[config.mk]
export PLATFORM = sky130hd
export DESIGN_NAME = bayer_block_sampler
export DESIGN_NICKNAME = d
export VERILOG_FILES = /design/src/rtl/bayer_block_sampler_pkg.sv /design/src/rtl/bayer_block_sampler_raw_pixel_counter.sv /design/src/rtl/bayer_block_sampler.sv
export SDC_FILE = /design/constraint.sdc
export NUM_CORES = 1
export LEC_CHECK = 0
export CORE_ASPECT_RATIO = 0.75
export CORE_UTILIZATION = 40
export DETAILED_ROUTE_END_ITERATION = 10
export GPL_TIMING_DRIVEN = 0
export PLACE_DENSITY = 0.73
export SLEW_MARGIN = 40
export SYNTH_ARGS = -nofsm -noshare
export SYNTH_HDL_FRONTEND = slang
export SYNTH_SLANG_ARGS = --single-unit
[constraint.sdc]
create_clock -name i_clk -period 6.5 [get_ports i_clk]
set_input_delay 1.3 -clock i_clk [delete_from_list [all_inputs] [get_ports i_clk]]
set_output_delay 1.3 -clock i_clk [all_outputs]
set_load 0.01 [all_outputs]
[src/rtl/bayer_block_sampler_pkg.sv]
// Shared types for the Bayer block sampler and its raw-pixel counter.
package bayer_sampler_pkg;

  // Frame tracking state: waiting for a start-of-frame, or walking a frame.
  typedef enum logic {
    IDLE   = 1'b0,
    ACTIVE = 1'b1
  } state_t;

  // Pixel width shared with the upstream 2x2 interpolate stage.
  localparam int PIX_W = 12;
  typedef logic [PIX_W-1:0] pixel_t;

endpackage

[src/rtl/bayer_block_sampler_raw_pixel_counter.sv]
// Raw pixel position counter: x/y with row wrap, end-of-row / end-of-frame
// flags and a synchronous restart that consumes the start-of-frame pixel.
module raw_pixel_counter #(
  parameter int ROW_LENGTH = 1280,
  parameter int ROW_COUNT  = 960,
  parameter int XRW        = 11,
  parameter int YRW        = 10
) (
  input  logic           i_clk,
  input  logic           i_rst_n,
  input  logic           i_restart,
  input  logic           i_advance,
  output logic [XRW-1:0] o_x,
  output logic [YRW-1:0] o_y,
  output logic           o_last_in_row,
  output logic           o_last_in_frame
);

  localparam logic [XRW-1:0] X_LAST = XRW'(ROW_LENGTH - 1);
  localparam logic [YRW-1:0] Y_LAST = YRW'(ROW_COUNT - 1);

  logic [XRW-1:0] x;
  logic [YRW-1:0] y;

  assign o_x             = x;
  assign o_y             = y;
  assign o_last_in_row   = (x == X_LAST);
  assign o_last_in_frame = (x == X_LAST) && (y == Y_LAST);

  // Restart lands on (1,0) because the restarting pixel itself is (0,0);
  // otherwise step along the row and wrap into the next row.
  always_ff @(posedge i_clk or negedge i_rst_n) begin
    if (!i_rst_n) begin
      x <= '0;
      y <= '0;
    end else if (i_restart) begin
      x <= XRW'(1);
      y <= '0;
    end else if (i_advance) begin
      if (x == X_LAST) begin
        x <= '0;
        y <= (y == Y_LAST) ? '0 : y + YRW'(1);
      end else begin
        x <= x + XRW'(1);
      end
    end
  end

endmodule

[src/rtl/bayer_block_sampler.sv]
// Keeps one interpolated sample per complete Bayer quad (odd x, odd y) and
// emits a half-resolution grey stream with coordinates and frame markers.
module bayer_block_sampler
  import bayer_sampler_pkg::*;
#(
  parameter int ROW_LENGTH = 1280,
  parameter int ROW_COUNT  = 960,
  parameter int XW         = $clog2(ROW_LENGTH / 2),
  parameter int YW         = $clog2(ROW_COUNT / 2)
) (
  input  logic          i_clk,
  input  logic          i_rst_n,
  input  logic [11:0]   i_data,
  input  logic          i_valid,
  input  logic          i_sof,
  input  logic          i_clr_err,
  output logic [11:0]   o_data,
  output logic          o_valid,
  output logic [XW-1:0] o_x,
  output logic [YW-1:0] o_y,
  output logic          o_sof,
  output logic          o_eol,
  output logic          o_eof,
  output logic          o_frame_err
);

  // Raw counters carry one extra LSB below the output coordinate.
  localparam int XRW = XW + 1;
  localparam int YRW = YW + 1;

  state_t         state, next_state;
  logic [XRW-1:0] x;
  logic [YRW-1:0] y;
  logic           last_in_row, last_in_frame;
  logic           restart, advance, capture, err_event;

  raw_pixel_counter #(
    .ROW_LENGTH (ROW_LENGTH),
    .ROW_COUNT  (ROW_COUNT),
    .XRW        (XRW),
    .YRW        (YRW)
  ) u_counter (
    .i_clk           (i_clk),
    .i_rst_n         (i_rst_n),
    .i_restart       (restart),
    .i_advance       (advance),
    .o_x             (x),
    .o_y             (y),
    .o_last_in_row   (last_in_row),
    .o_last_in_frame (last_in_frame)
  );

  // Frame state register.
  always_ff @(posedge i_clk or negedge i_rst_n) begin
    if (!i_rst_n) state <= IDLE;
    else          state <= next_state;
  end

  // Next state, counter control and capture decision; an SOF always wins and
  // is never itself captured since it sits at x=0.
  always_comb begin
    next_state = state;
    restart    = 1'b0;
    advance    = 1'b0;
    capture    = 1'b0;
    err_event  = 1'b0;
    if (i_valid && i_sof) begin
      restart    = 1'b1;
      next_state = ACTIVE;
      err_event  = (state == ACTIVE);
    end else if (i_valid && state == ACTIVE) begin
      advance = 1'b1;
      capture = x[0] && y[0];
      if (last_in_frame) next_state = IDLE;
    end
  end

  // Output registers: markers pulse with o_valid, data/coords hold until the next capture.
  always_ff @(posedge i_clk or negedge i_rst_n) begin
    if (!i_rst_n) begin
      o_valid <= 1'b0;
      o_sof   <= 1'b0;
      o_eol   <= 1'b0;
      o_eof   <= 1'b0;
      o_data  <= '0;
      o_x     <= '0;
      o_y     <= '0;
    end else begin
      o_valid <= capture;
      o_sof   <= capture && (x == XRW'(1)) && (y == YRW'(1));
      o_eol   <= capture && last_in_row;
      o_eof   <= capture && last_in_frame;
      if (capture) begin
        o_data <= i_data;
        o_x    <= x[XRW-1:1];
        o_y    <= y[YRW-1:1];
      end
    end
  end

  // Sticky frame error; a new error takes precedence over a clear.
  always_ff @(posedge i_clk or negedge i_rst_n) begin
    if (!i_rst_n)       o_frame_err <= 1'b0;
    else if (err_event) o_frame_err <= 1'b1;
    else if (i_clr_err) o_frame_err <= 1'b0;
  end

endmodule

==> flow_metrics.py, run 1 <==
metrics = {
    "clocking": {
        "worstSkewPairLatency_ns": 0.34,
        "ctsResizeCount": 0,
        "clk_pin_slew_ns": 0.05,
        "clock_path_buffers": 2,
        "cts-root-buf": "clkbuf_8",
        "cts_sinks": 58,
        "cts_tree": "yes",
        "cts_hold_buf": 0,
        "numCtsBuffers": 9,
        "cts_setup_buffers": 0,
        "htreeDepth": 3,
    },
    "worst_setup_path": {
        "critPathRequiredTime_ns": 6.72,
        "r2r-start": "u_counter.o_x[0]$_DFFE_PN0P_",
        "cp_max_fo": 10,
        "worstSetupPathType": "in -> reg",
        "arrival_ns": 3.25,
        "slowest_stage": "clkdlybuf4s50_1",
        "cp-end-kind": "flip-flop",
        "crit_path_max_incr_delay_ns": 0.60,
        "start_kind": "input port",
        "cp_cell_sequence": "clkdlybuf4s50_1 -> or3_1 -> clkbuf_1 -> buf_1 -> mux2_2",
        "r2r_cells": 7,
        "startpoint": "i_sof",
        "r2r_slack_ns": 4.15,
        "r2r_end": "u_counter.o_y[3]$_DFFE_PN0P_",
    },
    "min_path": {
        "whs_endpoint": "o_x[9]$_DFFE_PN0P_",
        "whs_path_depth": 1,
        "hold_path.class": "reg -> reg",
        "hold_start": "o_x[9]$_DFFE_PN0P_",
    },
    "synthesis": {
        "netlist_instances": 228,
        "synth_area_sq_um": 2620,
        "synth_edf_count": 0,
        "ys_seq_area_share_pct": 55.4,
        "yosysUniqueCellTypes": 36,
        "synthArstFlopShare_pct": 100,
        "synth_fp_nets": 249,
        "synth_area_per_cell_sq_um": 11.5,
        "ys_ff_latch": 58,
        "synth_top_flop_cell": "dfrtp_1",
        "ys_warn_count": 0,
    },
    "run": {
        "cap_viol_max_count": 0,
    },
    "drt": {
        "via_count": 1938,
        "wl_per_cell_um": 14.4,
        "highest_layer": "met4",
        "via_per_inst": 5.17,
        "drt-total-wl_um": 5400,
        "dr_wl_met2_um": 2270,
        "wl_met1_um": 2750,
        "drc": 0,
        "first_iter_violations": 131,
        "drtPass1Iterations": 7,
        "antenna_left": 0,
        "wl_met3_um": 259,
    },
    "die": {
        "initial_core_util_pct": 41.4,
        "dieArea_sq_um": 6880,
        "die_height_um": 72.1,
        "die_width_um": 95.4,
        "fp-row-count": 25,
        "io_pins": 53,
        "core_region_area_sq_um": 6320,
    },
    "final_layout": {
        "layout_commonest_cell": "dfrtp_1",
        "area_growth_pct": 29.9,
        "mostFrequentLayoutCells": "dfrtp_1 (58), clkdlybuf4s50_1 (50), mux2_2 (31)",
        "drive_gt1_share_pct": 17.0,
        "final_nets": 312,
        "diodes": 0,
    },
    "sta": {
        "hold_viol_final": 0,
        "finalSetupViolCount": 0,
        "min_period_over_period_pct": 46.5,
        "hold_ws_ns": 0.503,
        "rsz0062_at_grt": "no",
        "min_period_ns": 3.03,
        "fin_setup_tns_ns": 0,
        "setup_ws_ns": 3.47,
        "tightest_slew_ns": 0.567,
        "max_freq_mhz": 331,
        "slew_headroom_pct": 62.2,
        "drv_slew": 0,
        "fin_worst_skew_ns": 0.00640,
    },
    "global_routing": {
        "grt_pass1_vias": 1877,
        "antenna_found_initial": 0,
        "grt_max_degree": 44,
        "grt_usage_pct": 18.2,
        "grt_overflow": 0,
        "grt_pass1_wl_um": 9270,
    },
    "placement": {
        "place_ws_ns": 3.12,
        "port_buffers": 51,
        "place.gp.congestion": 0.846,
        "dp.final_hpwl_um": 3870,
    },
    "status": {
        "outcome": "finished clean",
    },
    "power": {
        "powerDensity_nw_per_um2": 203,
        "leakage_nw": 1.51,
        "ir_drop_mv": 0.118,
    },
}
kinds of logic (layout without fill, tap and decap cells):
logic type,after synthesis,count (layout),share of synthesized area [%]
simple gates,82,82,17.2
flops,58,58,55.4
mux,34,34,14.5
compound gates,20,20,4.63
buf+inv,20,86,3.01
xor+xnor,10,10,3.34
fa+ha+maj,4,4,1.91
stage by stage:
step                      power, mW  util [%]  instance area [sq um]  std cells
after global placement        0.425      51.1                   3230        360
after detailed placement      0.427      51.4                   3250        361
after global routing          0.724      53.8                   3400        375
final                         0.692      53.8                   3400        375
after floorplan               0.400         -                   2620        228
after CTS                     0.703      53.8                   3400        375
Yosys cell counts, types with 2 or more instances:
library cell	n	share of area, %
xnor2_1	8	2.7
ha_1	4	1.9
or3b_2	3	1.0
nand4_1	5	1.2
buf_2	2	0.38
o31ai_1	2	0.57
o21ai_0	4	0.76
nand3_1	7	1.3
or3_1	4	0.96
nor3_1	7	1.3
nor2_1	17	2.4
xor2_1	2	0.67
nor4_1	9	2.1
clkbuf_1	8	1.1
nand2_1	18	2.6
a31oi_1	2	0.48
a21oi_1	8	1.5
inv_1	7	1.0
buf_1	2	0.29
mux2_2	31	13
or4_1	3	0.86
dfrtp_1	58	55
and2_1	2	0.48
mux2i_1	3	1.1
how the worst max path moves through the flow:
stage                                    to  depth (start not counted)
2_1_floorplan  u_counter.o_y[9]$_DFFE_PN0P_                          6
3_3_place_gp          o_data[1]$_DFFE_PN0P_                          1
3_5_place_dp         o_data[10]$_DFFE_PN0P_                          6
4_1_cts               o_data[3]$_DFFE_PN0P_                          6
5_1_grt                  o_x[3]$_DFFE_PN0P_                          5
6_report                 o_y[7]$_DFFE_PN0P_                          5
final cells by class:
type | instances | area (sq um)
Fill cell | 558 | 2920
Sequential cell | 58 | 1450
Multi-Input combinational cell | 150 | 1090
Timing Repair Buffer | 52 | 528
Clock buffer | 14 | 153
Tap cell | 81 | 101
Buffer | 13 | 52.6
Inverter | 7 | 26.3
where the power goes:
group / internal, mW / leakage [nW] / switching, mW / total (mW)
clock: 0.145 / 0.0766 / 0.127 / 0.272
combinational: 0.0197 / 0.638 / 0.0242 / 0.0439
sequential: 0.367 / 0.796 / 0.00924 / 0.376
total: 0.531 / 1.51 / 0.161 / 0.692
flip-flops by register name, indices dropped and copies added, names as in the netlist:
register       cells
o_data            12
o_x               10
u_counter.o_x     11
o_eof              1
o_frame_err        1
o_valid            1
u_counter.o_y     10
o_sof              1
state              1
o_y                9
o_eol              1
routing by layer:
metal,global-route usage (%),up-vias
met4,8.46,0
met3,5.56,12
met2,24.3,43
met5,0,-
met1,26.8,940
li1,-,943
worst max-delay path, delay by kind of cell:
family / cells / cell delay, ns
AND/OR/NAND/NOR: 1 / 0.15
buffers and inverters: 3 / 1.39
multiplexers: 1 / 0.40
Power figures use the tool's default switching activity.
==> run 2: changes to the inputs <==
==> constraint.sdc (replaced) <==
create_clock -name i_clk -period 3.1 [get_ports i_clk]
set_input_delay 0.62 -clock i_clk [delete_from_list [all_inputs] [get_ports i_clk]]
set_output_delay 0.62 -clock i_clk [all_outputs]
set_load 0.01 [all_outputs]
==> results of run 2 <==
The final DEF is identical to that of run 1. Status: finished clean.
Main changes from that run: setup slack after placement 3.12 ns -> 0.397 ns; clock-pin slew on the worst setup and hold paths 0.05 ns -> 0.06 ns; setup slack after layout 3.47 ns -> 0.750 ns; hold slack 0.503 ns -> 0.132 ns; start point of the critical path i_sof -> u_counter.o_x[0]$_DFFE_PN0P_; end point of the critical path o_y[7]$_DFFE_PN0P_ -> u_counter.o_y[3]$_DFFE_PN0P_; register-to-register setup slack 4.15 ns -> 0.75 ns; total power 0.692 mW -> 1.45 mW; worst IR drop on VDD 0.118 mV -> 0.247 mV
==> run 3: changes to the inputs <==
--- a/config.mk
+++ b/config.mk
@@ -9,7 +9,7 @@
 export CORE_UTILIZATION = 40
 export DETAILED_ROUTE_END_ITERATION = 10
 export GPL_TIMING_DRIVEN = 0
-export PLACE_DENSITY = 0.73
+export PLACE_DENSITY = 0.75
 export SLEW_MARGIN = 40
 export SYNTH_ARGS = -nofsm -noshare
 export SYNTH_HDL_FRONTEND = slang
==> constraint.sdc (replaced) <==
create_clock -name i_clk -period 2.1 [get_ports i_clk]
set_input_delay 0.42 -clock i_clk [delete_from_list [all_inputs] [get_ports i_clk]]
set_output_delay 0.42 -clock i_clk [all_outputs]
set_load 0.01 [all_outputs]
==> run 3 against run 2 <==
Compared with the run above: non-clock buffer count rose by 3; sequential cell count stayed put; worst setup slack got worse by 0.64 ns; sequential share of layout area fell by 1.3 points; maximum frequency grew 18%; highest routed layer unchanged; worst hold slack gained 0.35 ns; routed wire length grew 4.2%.
==> flow_metrics.py, run 3 (synthesis gave the netlist of run 1 again) <==
metrics = {
    "final_layout": {
        "drive_gt1_share_pct": 22.4,
        "finalNonFillerCells": 380,
        "mostFrequentLayoutCells": "dfrtp_1 (54), clkdlybuf4s50_1 (49), mux2_2 (31)",
        "fin_util_pct": 55.7,
        "nFillCells": 544,
        "final_nets": 315,
        "layout_commonest_cell": "dfrtp_1",
        "area_growth_pct": 34.4,
        "reg_top3": "o_data: 12 flops, u_counter.o_x: 11 flops",
        "diodes": 0,
        "largest_reg_flops": 12,
        "largest-register": "o_data",
    },
    "clocking": {
        "cts-root-buf": "clkbuf_8",
        "clk_pin_slew_ns": 0.06,
        "clock_path_buffers": 2,
        "cts_tree": "yes",
        "htreeDepth": 3,
        "worstSkewPairLatency_ns": 0.34,
        "cts_sinks": 58,
        "numCtsBuffers": 9,
    },
    "drt": {
        "antenna_left": 0,
        "drtPass1Iterations": 4,
        "drc": 0,
        "wl_per_cell_um": 14.8,
        "drt-total-wl_um": 5630,
        "via_per_inst": 5.20,
        "first_iter_violations": 190,
        "via_count": 1976,
    },
    "power": {
        "p_sw_mw": 0.528,
        "p_int_mw": 1.82,
        "powerDensity_nw_per_um2": 668,
        "clock_power_share_pct": 43.8,
        "seqPwrFrac_pct": 49.4,
        "ir_drop_mv": 0.316,
        "leakage_nw": 1.56,
        "combPwrFrac_pct": 6.7,
        "swShare_pct": 22.5,
    },
    "placement": {
        "dp.final_hpwl_um": 3960,
        "place_ws_ns": -0.400,
        "dp_cells": 361,
        "place.gp.congestion": 0.826,
        "port_buffers": 51,
    },
    "global_routing": {
        "busiest_layer": "met1",
        "met1_usage_pct": 26.3,
        "grt_overflow": 0,
        "grt_pass1_wl_um": 9530,
        "use_met3_pct": 6.92,
        "met2_usage_pct": 26.0,
        "antenna_found_initial": 0,
        "grt_usage_pct": 18.3,
        "grt_pass1_vias": 1981,
        "grt_max_degree": 38,
    },
    "die": {
        "io_pins": 53,
        "dieArea_sq_um": 6880,
        "fp-row-count": 25,
        "die_width_um": 95.4,
        "die_height_um": 72.1,
        "initial_core_util_pct": 41.4,
        "core_region_area_sq_um": 6320,
    },
    "min_path": {
        "hold_path.class": "in -> reg",
        "whs_path_depth": 2,
        "hold_start": "i_valid",
        "whs_endpoint": "state$_DFFE_PN0P_",
    },
    "status": {
        "outcome": "finished clean",
    },
    "worst_setup_path": {
        "r2r-start": "u_counter.o_x[1]$_DFFE_PN0P_",
        "r2r_end": "u_counter.o_y[6]$_DFFE_PN0P_",
        "arrival_ns": 2.25,
        "start_kind": "flip-flop",
        "cp-end-kind": "flip-flop",
        "cp_max_fo": 9,
        "r2r_cells": 5,
        "r2r_slack_ns": 0.11,
        "worstSetupPathType": "reg -> reg",
        "critPathRequiredTime_ns": 2.35,
    },
    "sta": {
        "min_period_ns": 1.99,
        "max_freq_mhz": 502,
        "finalSetupViolCount": 0,
        "setup_ws_ns": 0.108,
        "hold_ws_ns": 0.485,
        "drv_slew": 0,
        "tightest_slew_ns": 0.527,
        "hold_viol_final": 0,
        "slew_headroom_pct": 64.5,
        "fin_worst_skew_ns": 0.00859,
        "fin_setup_tns_ns": 0,
        "min_period_over_period_pct": 94.9,
        "rsz0062_at_grt": "no",
    },
    "run": {
        "cap_viol_max_count": 0,
    },
}
==> run 3: cell count changes in the layout (fill, tap and decap cells not counted), sizes merged <==
cell | previous run | this run
clkdlybuf4s50 | 50 | 49
dlygate4sd3 | 0 | 1
clkbuf | 23 | 24
dlymetal6s2s | 0 | 1
bufinv | 0 | 1
clkinv | 0 | 1
buf | 6 | 7
==> run 3: worst max path at each step <==
stage,slack (ns),startpoint,to,depth (start not counted)
after floorplan,0.01,u_counter.o_x[0]$_DFFE_PN0P_,u_counter.o_y[6]$_DFFE_PN0P_,6
after detailed placement,-0.40,i_sof,o_data[5]$_DFFE_PN0P_,6
after CTS,0.005,i_sof,o_y[6]$_DFFE_PN0P_,5
after global routing,0.02,u_counter.o_x[0]$_DFFE_PN0P_,o_x[9]$_DFFE_PN0P_,6
after global placement,-1.21,i_rst_n,o_data[2]$_DFFE_PN0P_,1
final,0.11,u_counter.o_x[1]$_DFFE_PN0P_,u_counter.o_y[6]$_DFFE_PN0P_,5
==> run 3: metal layers <==
layer,vias to the layer above,wire (um)
met3,14,400
met5,-,0
met1,957,2660
li1,943,-
met2,62,2460
met4,0,104
==> run 3: power groups by stage <==
stage               sequential [mW]  combinational (mW)  clock [mW]
finish                         1.16               0.159        1.03
global route                   1.16               0.176        1.10
CTS                            1.16               0.160        1.06
detailed placement             1.19               0.142           0
global placement               1.19               0.133           0
floorplan                      1.18              0.0640           0
==> run 3: what timing repair did <==
action | CTS | global route
hold buffers | 1 | 0
pin swaps | 1 | 1
setup endpoints to repair | 26 | 32
buffers inserted | 3 | 0
gates resized for setup | 7 | 8
endpoints found under the hold margin | 21 | 0
==> run 3: layout make-up <==
cell class,count,area (sq um),share of cell area [%]
plain buffers,12,57.6,1.64
repair buffers,56,563,16.0
flip-flops and latches,58,1460,41.4
clock buffers,14,163,4.62
inverters,7,26.3,0.747
well taps,81,101,2.88
multi-input cells,150,1120,31.7
clock inverters,2,35.0,0.995
==> run 3: critical path: stages (launching register included) <==
cell and delay [ns]:
dfrtp_2 0.39, ha_4 0.16, nand4_4 0.10, or4_4 0.60, or4b_1 0.51, a21oi_1 0.15
==> run 3: stage by stage <==
stage / total power, mW / cell area (sq um)
detailed placement: 1.33 / 3270
floorplan: 1.25 / 2640
finish: 2.35 / 3520
CTS: 2.38 / 3520
global placement: 1.32 / 3250
global route: 2.44 / 3520
